**config.mk**
```make
export PLATFORM = sky130hd
export DESIGN_NAME = sw_query_parser
export DESIGN_NICKNAME = d
export VERILOG_FILES = /design/src/rtl/sw_pkg.sv /design/src/rtl/sw_stream_reg.sv /design/src/rtl/sw_query_parser.sv
export SDC_FILE = /design/constraint.sdc
export NUM_CORES = 1
export LEC_CHECK = 0
export BUFFER_PORTS_ARGS = -buffer_cell sky130_fd_sc_hd__buf_2
export CAP_MARGIN = 10
export CORE_MARGIN = 8
export CORE_UTILIZATION = 50
export DETAILED_ROUTE_END_ITERATION = 10
export PLACE_DENSITY = 0.81
export SETUP_SLACK_MARGIN = 0.15
export SLEW_MARGIN = 20
export SYNTH_ARGS = -nofsm -noshare
export SYNTH_HDL_FRONTEND = slang
export SYNTH_SLANG_ARGS = --single-unit
```
**constraint.sdc**
```tcl
create_clock -name clk -period 4.7 [get_ports clk]
set_input_delay 0.94 -clock clk [delete_from_list [all_inputs] [get_ports clk]]
set_output_delay 0.94 -clock clk [all_outputs]
set_load 0.01 [all_outputs]
```
**src/rtl/sw_pkg.sv**
```systemverilog
// Shared definitions for the Smith-Waterman query ingress stage.
// Header field offsets, FSM state encoding, command record and word-count helper.
// No logic of its own; imported by sw_query_parser.
package sw_pkg;

   localparam int SW_WORD_W      = 128;
   localparam int BASES_PER_WORD = 64;
   localparam int BASES_SHIFT    = $clog2(BASES_PER_WORD);

   // Header word layout; bits [95:80] and [127:112] carry nothing we use.
   localparam int HDR_REF_WORDS_LSB = 0;
   localparam int HDR_REF_WORDS_W   = 32;
   localparam int HDR_REF_ADDR_LSB  = 32;
   localparam int HDR_REF_ADDR_W    = 32;
   localparam int HDR_QUERY_LEN_LSB = 64;
   localparam int HDR_QUERY_LEN_W   = 16;
   localparam int HDR_THRESHOLD_LSB = 96;
   localparam int HDR_THRESHOLD_W   = 16;

   typedef enum logic [1:0] {
      HDR = 2'd0,
      CMD = 2'd1,
      QRY = 2'd2
   } sw_qp_state_t;

   typedef struct packed {
      logic [HDR_REF_WORDS_W-1:0] ref_words;
      logic [HDR_REF_ADDR_W-1:0]  ref_addr;
      logic [HDR_QUERY_LEN_W-1:0] query_len;
      logic [HDR_THRESHOLD_W-1:0] threshold;
   } sw_cmd_t;

   // Number of 128-bit query words needed for len bases, i.e. ceil(len/64).
   function automatic logic [15:0] words_for_len(input logic [15:0] len);
      return 16'(({1'b0, len} + 17'(BASES_PER_WORD - 1)) >> BASES_SHIFT);
   endfunction

endpackage

```
**src/rtl/sw_stream_reg.sv**
```systemverilog
// Single-entry valid/ready register slice.
// Latency: one cycle from input handshake to out_vld.
// Backpressure: in_rdy = ~out_vld | out_rdy (only combinational path is out_rdy -> in_rdy).
module sw_stream_reg #(
   parameter int W = 129
) (
   input  logic         clk,
   input  logic         rst_n,
   input  logic         in_vld,
   output logic         in_rdy,
   input  logic [W-1:0] in_dat,
   output logic         out_vld,
   input  logic         out_rdy,
   output logic [W-1:0] out_dat
);

   assign in_rdy = ~out_vld | out_rdy;

   // Load a new word whenever the slot is free or being drained; otherwise hold.
   always_ff @(posedge clk or negedge rst_n) begin
      if (!rst_n) begin
         out_vld <= 1'b0;
         out_dat <= '0;
      end else if (in_rdy) begin
         out_vld <= in_vld;
         if (in_vld) begin
            out_dat <= in_dat;
         end
      end
   end

endmodule

```
**src/rtl/sw_query_parser.sv**
```systemverilog
// Ingress parser: decodes a query header, issues one alignment command, then forwards the query words with a last marker.
// Latency: header -> cmd_valid 1 cycle; query word -> q_valid 1 cycle; 1 word/cycle sustained.
// Backpressure: si_rdy low in CMD; in QRY si_rdy follows the output slot (~q_valid | q_ready). Optional counters: SW_QPARSE_STATS_EN.
module sw_query_parser
   import sw_pkg::*;
#(
   parameter int MAX_QUERY_LEN = 256,
   parameter int ID_W          = 16
) (
   input  logic                 clk,
   input  logic                 rst_n,
   input  logic                 si_valid,
   output logic                 si_rdy,
   input  logic [127:0]         si_data,
   output logic                 cmd_valid,
   input  logic                 cmd_ready,
   output logic [31:0]          cmd_ref_words,
   output logic [31:0]          cmd_ref_addr,
   output logic [15:0]          cmd_query_len,
   output logic [15:0]          cmd_threshold,
   output logic [ID_W-1:0]      cmd_query_id,
   output logic                 q_valid,
   input  logic                 q_ready,
   output logic [127:0]         q_data,
   output logic                 q_last,
   output logic                 hdr_err
`ifdef SW_QPARSE_STATS_EN
   ,
   output logic [31:0]          stat_queries,
   output logic [31:0]          stat_rejects
`endif
);

   localparam int MAX_WORDS = MAX_QUERY_LEN / BASES_PER_WORD;
   localparam int CNT_W     = $clog2(MAX_WORDS + 1);

   sw_qp_state_t     state_q, state_d;
   sw_cmd_t          cmd_q;
   logic [ID_W-1:0]  qid_q;
   logic [CNT_W-1:0] words_left_q;
   logic             hdr_err_q;
   logic             alive_q;

   logic [HDR_REF_WORDS_W-1:0] hdr_ref_words;
   logic [HDR_REF_ADDR_W-1:0]  hdr_ref_addr;
   logic [HDR_QUERY_LEN_W-1:0] hdr_query_len;
   logic [HDR_THRESHOLD_W-1:0] hdr_threshold;
   logic                       hdr_ok;
   logic                       hdr_accept;
   logic                       hdr_reject;
   logic                       cmd_fire;
   logic                       qry_more;
   logic                       slice_in_vld;
   logic                       slice_in_rdy;
   logic [SW_WORD_W:0]         slice_out;
   logic                       unused_hdr_bits;

   assign hdr_ref_words = si_data[HDR_REF_WORDS_LSB +: HDR_REF_WORDS_W];
   assign hdr_ref_addr  = si_data[HDR_REF_ADDR_LSB  +: HDR_REF_ADDR_W];
   assign hdr_query_len = si_data[HDR_QUERY_LEN_LSB +: HDR_QUERY_LEN_W];
   assign hdr_threshold = si_data[HDR_THRESHOLD_LSB +: HDR_THRESHOLD_W];
   assign unused_hdr_bits = ^{si_data[95:80], si_data[127:112]};

   assign hdr_ok = (hdr_query_len != '0) &&
                   (hdr_query_len <= 16'(MAX_QUERY_LEN)) &&
                   (hdr_ref_words != '0);

   // Words still to be taken from the input; zero means the last one is already in the output slot.
   assign qry_more = (words_left_q != '0);

   // Next state and handshake strobes; si_rdy is held low until the first clock after reset release.
   always_comb begin
      state_d      = state_q;
      si_rdy       = 1'b0;
      cmd_valid    = 1'b0;
      slice_in_vld = 1'b0;
      hdr_accept   = 1'b0;
      hdr_reject   = 1'b0;
      cmd_fire     = 1'b0;
      case (state_q)
         HDR: begin
            si_rdy = alive_q;
            if (alive_q && si_valid) begin
               if (hdr_ok) begin
                  hdr_accept = 1'b1;
                  state_d    = CMD;
               end else begin
                  hdr_reject = 1'b1;
               end
            end
         end
         CMD: begin
            cmd_valid = 1'b1;
            if (cmd_ready) begin
               cmd_fire = 1'b1;
               state_d  = QRY;
            end
         end
         QRY: begin
            si_rdy       = qry_more & slice_in_rdy;
            slice_in_vld = qry_more & si_valid;
            if (!qry_more && q_valid && q_ready) begin
               state_d = HDR;
            end
         end
         default: state_d = HDR;
      endcase
   end

   // State register plus the post-reset enable for si_rdy.
   always_ff @(posedge clk or negedge rst_n) begin
      if (!rst_n) begin
         state_q <= HDR;
         alive_q <= 1'b0;
      end else begin
         state_q <= state_d;
         alive_q <= 1'b1;
      end
   end

   // Command fields are captured only from accepted headers, so they stay stable through CMD.
   always_ff @(posedge clk or negedge rst_n) begin
      if (!rst_n) begin
         cmd_q <= '0;
      end else if (hdr_accept) begin
         cmd_q.ref_words <= hdr_ref_words;
         cmd_q.ref_addr  <= hdr_ref_addr;
         cmd_q.query_len <= hdr_query_len;
         cmd_q.threshold <= hdr_threshold;
      end
   end

   // Query ID advances only on a command handshake and wraps naturally.
   always_ff @(posedge clk or negedge rst_n) begin
      if (!rst_n) begin
         qid_q <= '0;
      end else if (cmd_fire) begin
         qid_q <= qid_q + 1'b1;
      end
   end

   // Word counter: loaded when the command goes out, decremented per accepted query word.
   always_ff @(posedge clk or negedge rst_n) begin
      if (!rst_n) begin
         words_left_q <= '0;
      end else if (cmd_fire) begin
         words_left_q <= CNT_W'(words_for_len(cmd_q.query_len));
      end else if (slice_in_vld && slice_in_rdy) begin
         words_left_q <= words_left_q - 1'b1;
      end
   end

   // Sticky header-reject flag.
   always_ff @(posedge clk or negedge rst_n) begin
      if (!rst_n) begin
         hdr_err_q <= 1'b0;
      end else if (hdr_reject) begin
         hdr_err_q <= 1'b1;
      end
   end

   sw_stream_reg #(.W(SW_WORD_W + 1)) u_q_reg (
      .clk     (clk),
      .rst_n   (rst_n),
      .in_vld  (slice_in_vld),
      .in_rdy  (slice_in_rdy),
      .in_dat  ({(words_left_q == CNT_W'(1)), si_data}),
      .out_vld (q_valid),
      .out_rdy (q_ready),
      .out_dat (slice_out)
   );

   assign q_last        = slice_out[SW_WORD_W];
   assign q_data        = slice_out[SW_WORD_W-1:0];
   assign cmd_ref_words = cmd_q.ref_words;
   assign cmd_ref_addr  = cmd_q.ref_addr;
   assign cmd_query_len = cmd_q.query_len;
   assign cmd_threshold = cmd_q.threshold;
   assign cmd_query_id  = qid_q;
   assign hdr_err       = hdr_err_q;

`ifdef SW_QPARSE_STATS_EN
   // Saturating counters of issued commands and rejected headers.
   always_ff @(posedge clk or negedge rst_n) begin
      if (!rst_n) begin
         stat_queries <= '0;
         stat_rejects <= '0;
      end else begin
         if (cmd_fire && (stat_queries != '1)) begin
            stat_queries <= stat_queries + 32'd1;
         end
         if (hdr_reject && (stat_rejects != '1)) begin
            stat_rejects <= stat_rejects + 32'd1;
         end
      end
   end
`endif

endmodule

```
# Word-level counts from Yosys, hierarchy flattened
# Index checks and enable logic that the tools add are counted.
# W data, S select, Z words.
[totals]
ff_bits = 249
wordCells = 58
input_bits = 133
[classes]
n_bitwise = 4
n_reduce_logical = 14
n_mux = 18
eq_ne = 7
add_sub_neg = 3
n_lt_le_gt_ge = 1
[ops]
columns = ["cell", "count"]
rows = [
  ["$reduce_bool A32 Y1", 1],
  ["$add A16 B1 Y16 const B", 1],
  ["$le A16 B9 Y1 const B", 1],
  ["$reduce_bool A16 Y1", 1],
  ["$mux W1", 10],
  ["$add A9 B6 Y9 const B", 1],
  ["$mux W2", 4],
  ["$ne A2 B2 Y1 const B", 4],
  ["$logic_and A1 B1 Y1", 6],
  ["$mux W3", 2],
  ["$pmux W2 S3", 1],
  ["$reduce_and A4 Y1", 1],
  ["$eq A3 B1 Y1 const B", 1],
  ["$reduce_bool A3 Y1", 1],
  ["$sub A3 B1 Y3 const B", 1],
  ["$and A1 B1 Y1", 2],
  ["$eq A2 B1 Y1 const B", 1],
  ["$eq A2 B2 Y1 const B", 1],
  ["$logic_not A2 Y1", 1],
  ["$pmux W1 S2", 1],
  ["$reduce_and A2 Y1", 1],
  ["$reduce_bool A2 Y1", 1],
  ["$logic_not A1 Y1", 1],
  ["$not A1 Y1", 1],
  ["$or A1 B1 Y1", 1],
]

# Depth between registers and ports, before layout
[logic_depth]
depth_word = 6
depth_mapped = 9

# Hierarchy
# Synthesis repeated with hierarchy kept, for this count alone.
[unflattened]
cells_unflattened = 607
hier_area_um2 = 10188.5
[by_module_without_submodules]
columns = ["mod", "seq_area_each_um2", "cells_each", "area_per_inst_um2", "instances"]
rows = [
  ["sw_stream_reg", 3253.1, 276, 5262.5, 1],
  ["sw_query_parser", 2977.9, 331, 4926.0, 1],
]

# Worst setup path after synthesis
# No wires, ideal clock.
[synth_timing]
path_type = "in2reg"
startpoint = "input si_data[65]"
endpoint = "register cmd_q, in the netlist cmd_threshold[2]"
arrival_ps = 2505
slack_ps = 2067
n_path_buf = 2
required_ps = 4573
cell_stages = 7
cell_sequence = "nor4_1 > nand2_1 > xnor2_2 > nor4_4 > buf_4 > buf_4 > mux2_1"
[synth_between]
elab_chain_len = 6
elab_cells_between_ends = 7
[synth_rtl]
columns = ["item", "line", "source"]
rows = [
  ["from (decl)", "sw_query_parser.sv:14", "input logic [127:0] si_data,"],
  ["$le A16 B9 Y1 or $reduce_bool A16 Y1 (tied branches)", "sw_query_parser.sv:65, sw_query_parser.sv:64", ""],
  ["$logic_and A1 B1 Y1 *", "sw_query_parser.sv:64", "assign hdr_ok = (hdr_query_len != '0) &&"],
  ["$logic_and A1 B1 Y1 *", "sw_query_parser.sv:65", "(hdr_query_len <= 16'(MAX_QUERY_LEN)) &&"],
  ["$mux W1 *", "sw_query_parser.sv:84", "if (hdr_ok) begin"],
  ["$mux W1 *", "sw_query_parser.sv:83", "if (alive_q && si_valid) begin"],
  ["$mux W1 *", "sw_query_parser.sv:80", "case (state_q)"],
  ["to (decl)", "sw_query_parser.sv:38", "sw_cmd_t cmd_q;"],
]
# Mark *: on every way between the ends. The rest lies on a longest branch, timed or not.
# A chain may end at the register's enable or synchronous reset.

# Worst setup path after layout
[layout_timing]
startpoint = "input si_data[65]"
endpoint = "register cmd_q, in the netlist cmd_ref_addr[24]"
# The elaborated chain is that of the path after synthesis.

==> reports/metrics.cfg <==
[drt]
wl_per_cell_um = 20.2
drtIter0Drc = 236
wl_met1_um = 9500
detail-route-antenna-nets = 0
dr_wl_met2_um = 12800
wl_um = 25200
dr_wl_met3_um = 1990
vias = 6432
top_layer_used = met4
first_pass_iters = 4
drc = 0
viasPerCell = 5.16

[sta]
fin_crit_sh_pct = 56.3
fmax_mhz = 378
maxSlewViolCount = 0
setup_viol = 0
hold-worst-slack_ns = 0.465
rsz0062_at_grt = no
final.setup_skew_ns = 0.0117
tightest_slew_ns = 0.823
hold_violations = 0
min_period_ns = 2.64
final.setup.tns_ns = 0
max_slew_margin_pct = 45.1

[placement]
gp_congestion = 0.821
dp_cells = 1200
dp.final_hpwl_um = 18600
placed_area_mm2 = 0.0117
port_buffers = 377

[clock_network]
hold_buffers = 0
clk_path_buf_depth = 3
clock_latency_ns = 0.52
cts_buffers = 26
cts_resized = 0
cts_root_buf = clkbuf_16
cts_setup_buffers = 0
tritoncts = yes
clkTransAtPathRegs_ns = 0.06
cts_htree_levels = 1
clock_sinks = 249

[global_routing]
antenna_found_initial = 1
track_usage_pct = 20.6
first_global_vias = 6897
grt_start_max_net_pins = 105
grt_overflow = 0
grt_pass1_wl_um = 39200

[worst_setup_path]
cp.required_ns = 5.10
r2r_end = cmd_ref_addr[24]$_DFFE_PN0P_
crit_fanout = 53
end_kind = register
crit_arrival_ns = 3.04
ff2ff_path_depth = 5
crit_path_start_kind = input port
r2r_slack_ns = 2.46
path_class = in2reg
r2r_start = state_q[0]$_DFFE_PN0P_

[synthesis]
synth_fp_nets = 743
synthCells = 606
yosys-top-cells-count = 249 x dfrtp_1, 195 x mux2_2, 23 x nand2_1
synth_seq_cells = 249
synth_edf_count = 0
synth.avg_cell_area_um2 = 15.7
synth_area_leaders = dfrtp_1 65%, mux2_2 23%, mux2_1 2.6%, xnor2_1 1.1%, nand2_1 0.91%
synth.most_common_cell = dfrtp_1
netlist-cell-type-count = 30
ys_seq_area_share_pct = 65.4
synth_top_area_cell = dfrtp_1
async_flop_share_pct = 100
ys_warn_count = 0
yosysTopAreaCellShare_pct = 65.4
synth-main-ff-cell = dfrtp_1
netlist_area_mm2 = 0.00953

[power_and_ir_drop]
p_per_area_mw_per_mm2 = 478
combPwrFrac_pct = 20.5
power_frac_seq_pct = 45.7
switching_share_pct = 27.1
leakagePower_nw = 7.18
power_switching_mw = 1.62
ir_drop_uv = 458
p_int_mw = 4.36
clkPwrFrac_pct = 33.8

[layout]
nets = 1131
instances_no_fill = 1247
utilization_pct = 66.9
areaGrowthSynthToFinish_pct = 31.3
final_cell_area_mm2 = 0.0125
drive_above_1_share_pct = 61.2

[die]
dieWidth_um = 154
pin_count = 378
initial_core_util_pct = 50.9
rows = 50
dieArea_mm2 = 0.0237
design.core.area_mm2 = 0.0187
chipHeight_um = 154

[status]
status = finished clean

[job]
maxCapViolations = 0

[min_path]
hold_path.class = in2async

## metrics by stage
step           worst slack, ns  power, mW
4_1_cts                   2.08       6.06
6_report                  2.06       5.99
3_3_place_gp              1.57       3.97
2_1_floorplan             2.07       3.36
3_5_place_dp              1.55       4.02
5_1_grt                   1.92       6.26
## sequential cells by signal, indices dropped and copies added (netlist names)
register         count
alive_q              1
cmd_query_id        16
cmd_query_len       16
cmd_ref_addr        32
cmd_ref_words       32
cmd_threshold       16
hdr_err              1
state_q              2
u_q_reg.out_dat    129
u_q_reg.out_vld      1
words_left_q         3
## worst max path at each step
stage | slack (ns) | cells past startpoint | from | end
after CTS | 2.08 | 7 | si_data[65] | cmd_ref_addr[24]$_DFFE_PN0P_
after floorplan | 2.07 | 7 | si_data[65] | cmd_threshold[2]$_DFFE_PN0P_
after global routing | 1.92 | 7 | si_data[69] | cmd_ref_addr[11]$_DFFE_PN0P_
final | 2.06 | 7 | si_data[65] | cmd_ref_addr[24]$_DFFE_PN0P_
after global placement | 1.57 | 7 | si_data[65] | cmd_ref_addr[29]$_DFFE_PN0P_
after detailed placement | 1.55 | 7 | si_data[65] | cmd_ref_addr[11]$_DFFE_PN0P_
## logic make-up after synthesis
| logic type | Yosys count | share of synthesized area [%] |
|---|---|---|
| compound gates | 6 | 0.368 |
| xor+xnor | 21 | 2.01 |
| fa+ha+maj | 4 | 0.525 |
| flops | 249 | 65.4 |
| simple gates | 78 | 4.35 |
| mux | 219 | 25.9 |
| other cells | 1 | 0.0393 |
| buf+inv | 28 | 1.48 |
## placed cells by master (no fill, tap or decap), types with 7 or more instances in the layout
| master | n |
|---|---|
| clkbuf_16 | 26 |
| nor4_1 | 12 |
| xnor2_1 | 12 |
| xor2_1 | 8 |
| nor2b_1 | 9 |
| clkbuf_1 | 8 |
| and3_1 | 7 |
| nand2_1 | 23 |
| mux2_2 | 195 |
| nor2_1 | 10 |
| dfrtp_1 | 249 |
| mux2_1 | 22 |
| buf_2 | 376 |
## routing by layer
metal  global-route usage, %  vias to the layer above
met2                    35.5                      259
met5                       0                        -
met4                    8.63                        0
met3                    6.19                       64
li1                        -                     2908
met1                    23.6                     3201
## power groups by stage
stage | registers, mW | logic, mW | clock network, mW
floorplan | 2.95 | 0.407 | 0
global placement | 2.74 | 1.23 | 0
detailed placement | 2.77 | 1.26 | 0
CTS | 2.73 | 1.26 | 2.07
global route | 2.78 | 1.33 | 2.15
finish | 2.73 | 1.23 | 2.02
## worst max-delay path: stages
cell     delay [ns]
buf_2          0.11
nor4_1         0.29
nand2_1        0.15
xnor2_2        0.18
nor4_4         0.28
buf_4          0.62
mux2_2         0.42
## cell type report
cell class,instances,area (µm²)
flip-flops and latches,249,6230
multi-input cells,329,3160
diodes,1,2.50
well taps,234,293
inverters,4,15.0
clock inverters,7,98.8
fillers,1388,6190
clock buffers,39,749
repair buffers,384,1970
Power figures use the tool's default switching activity.
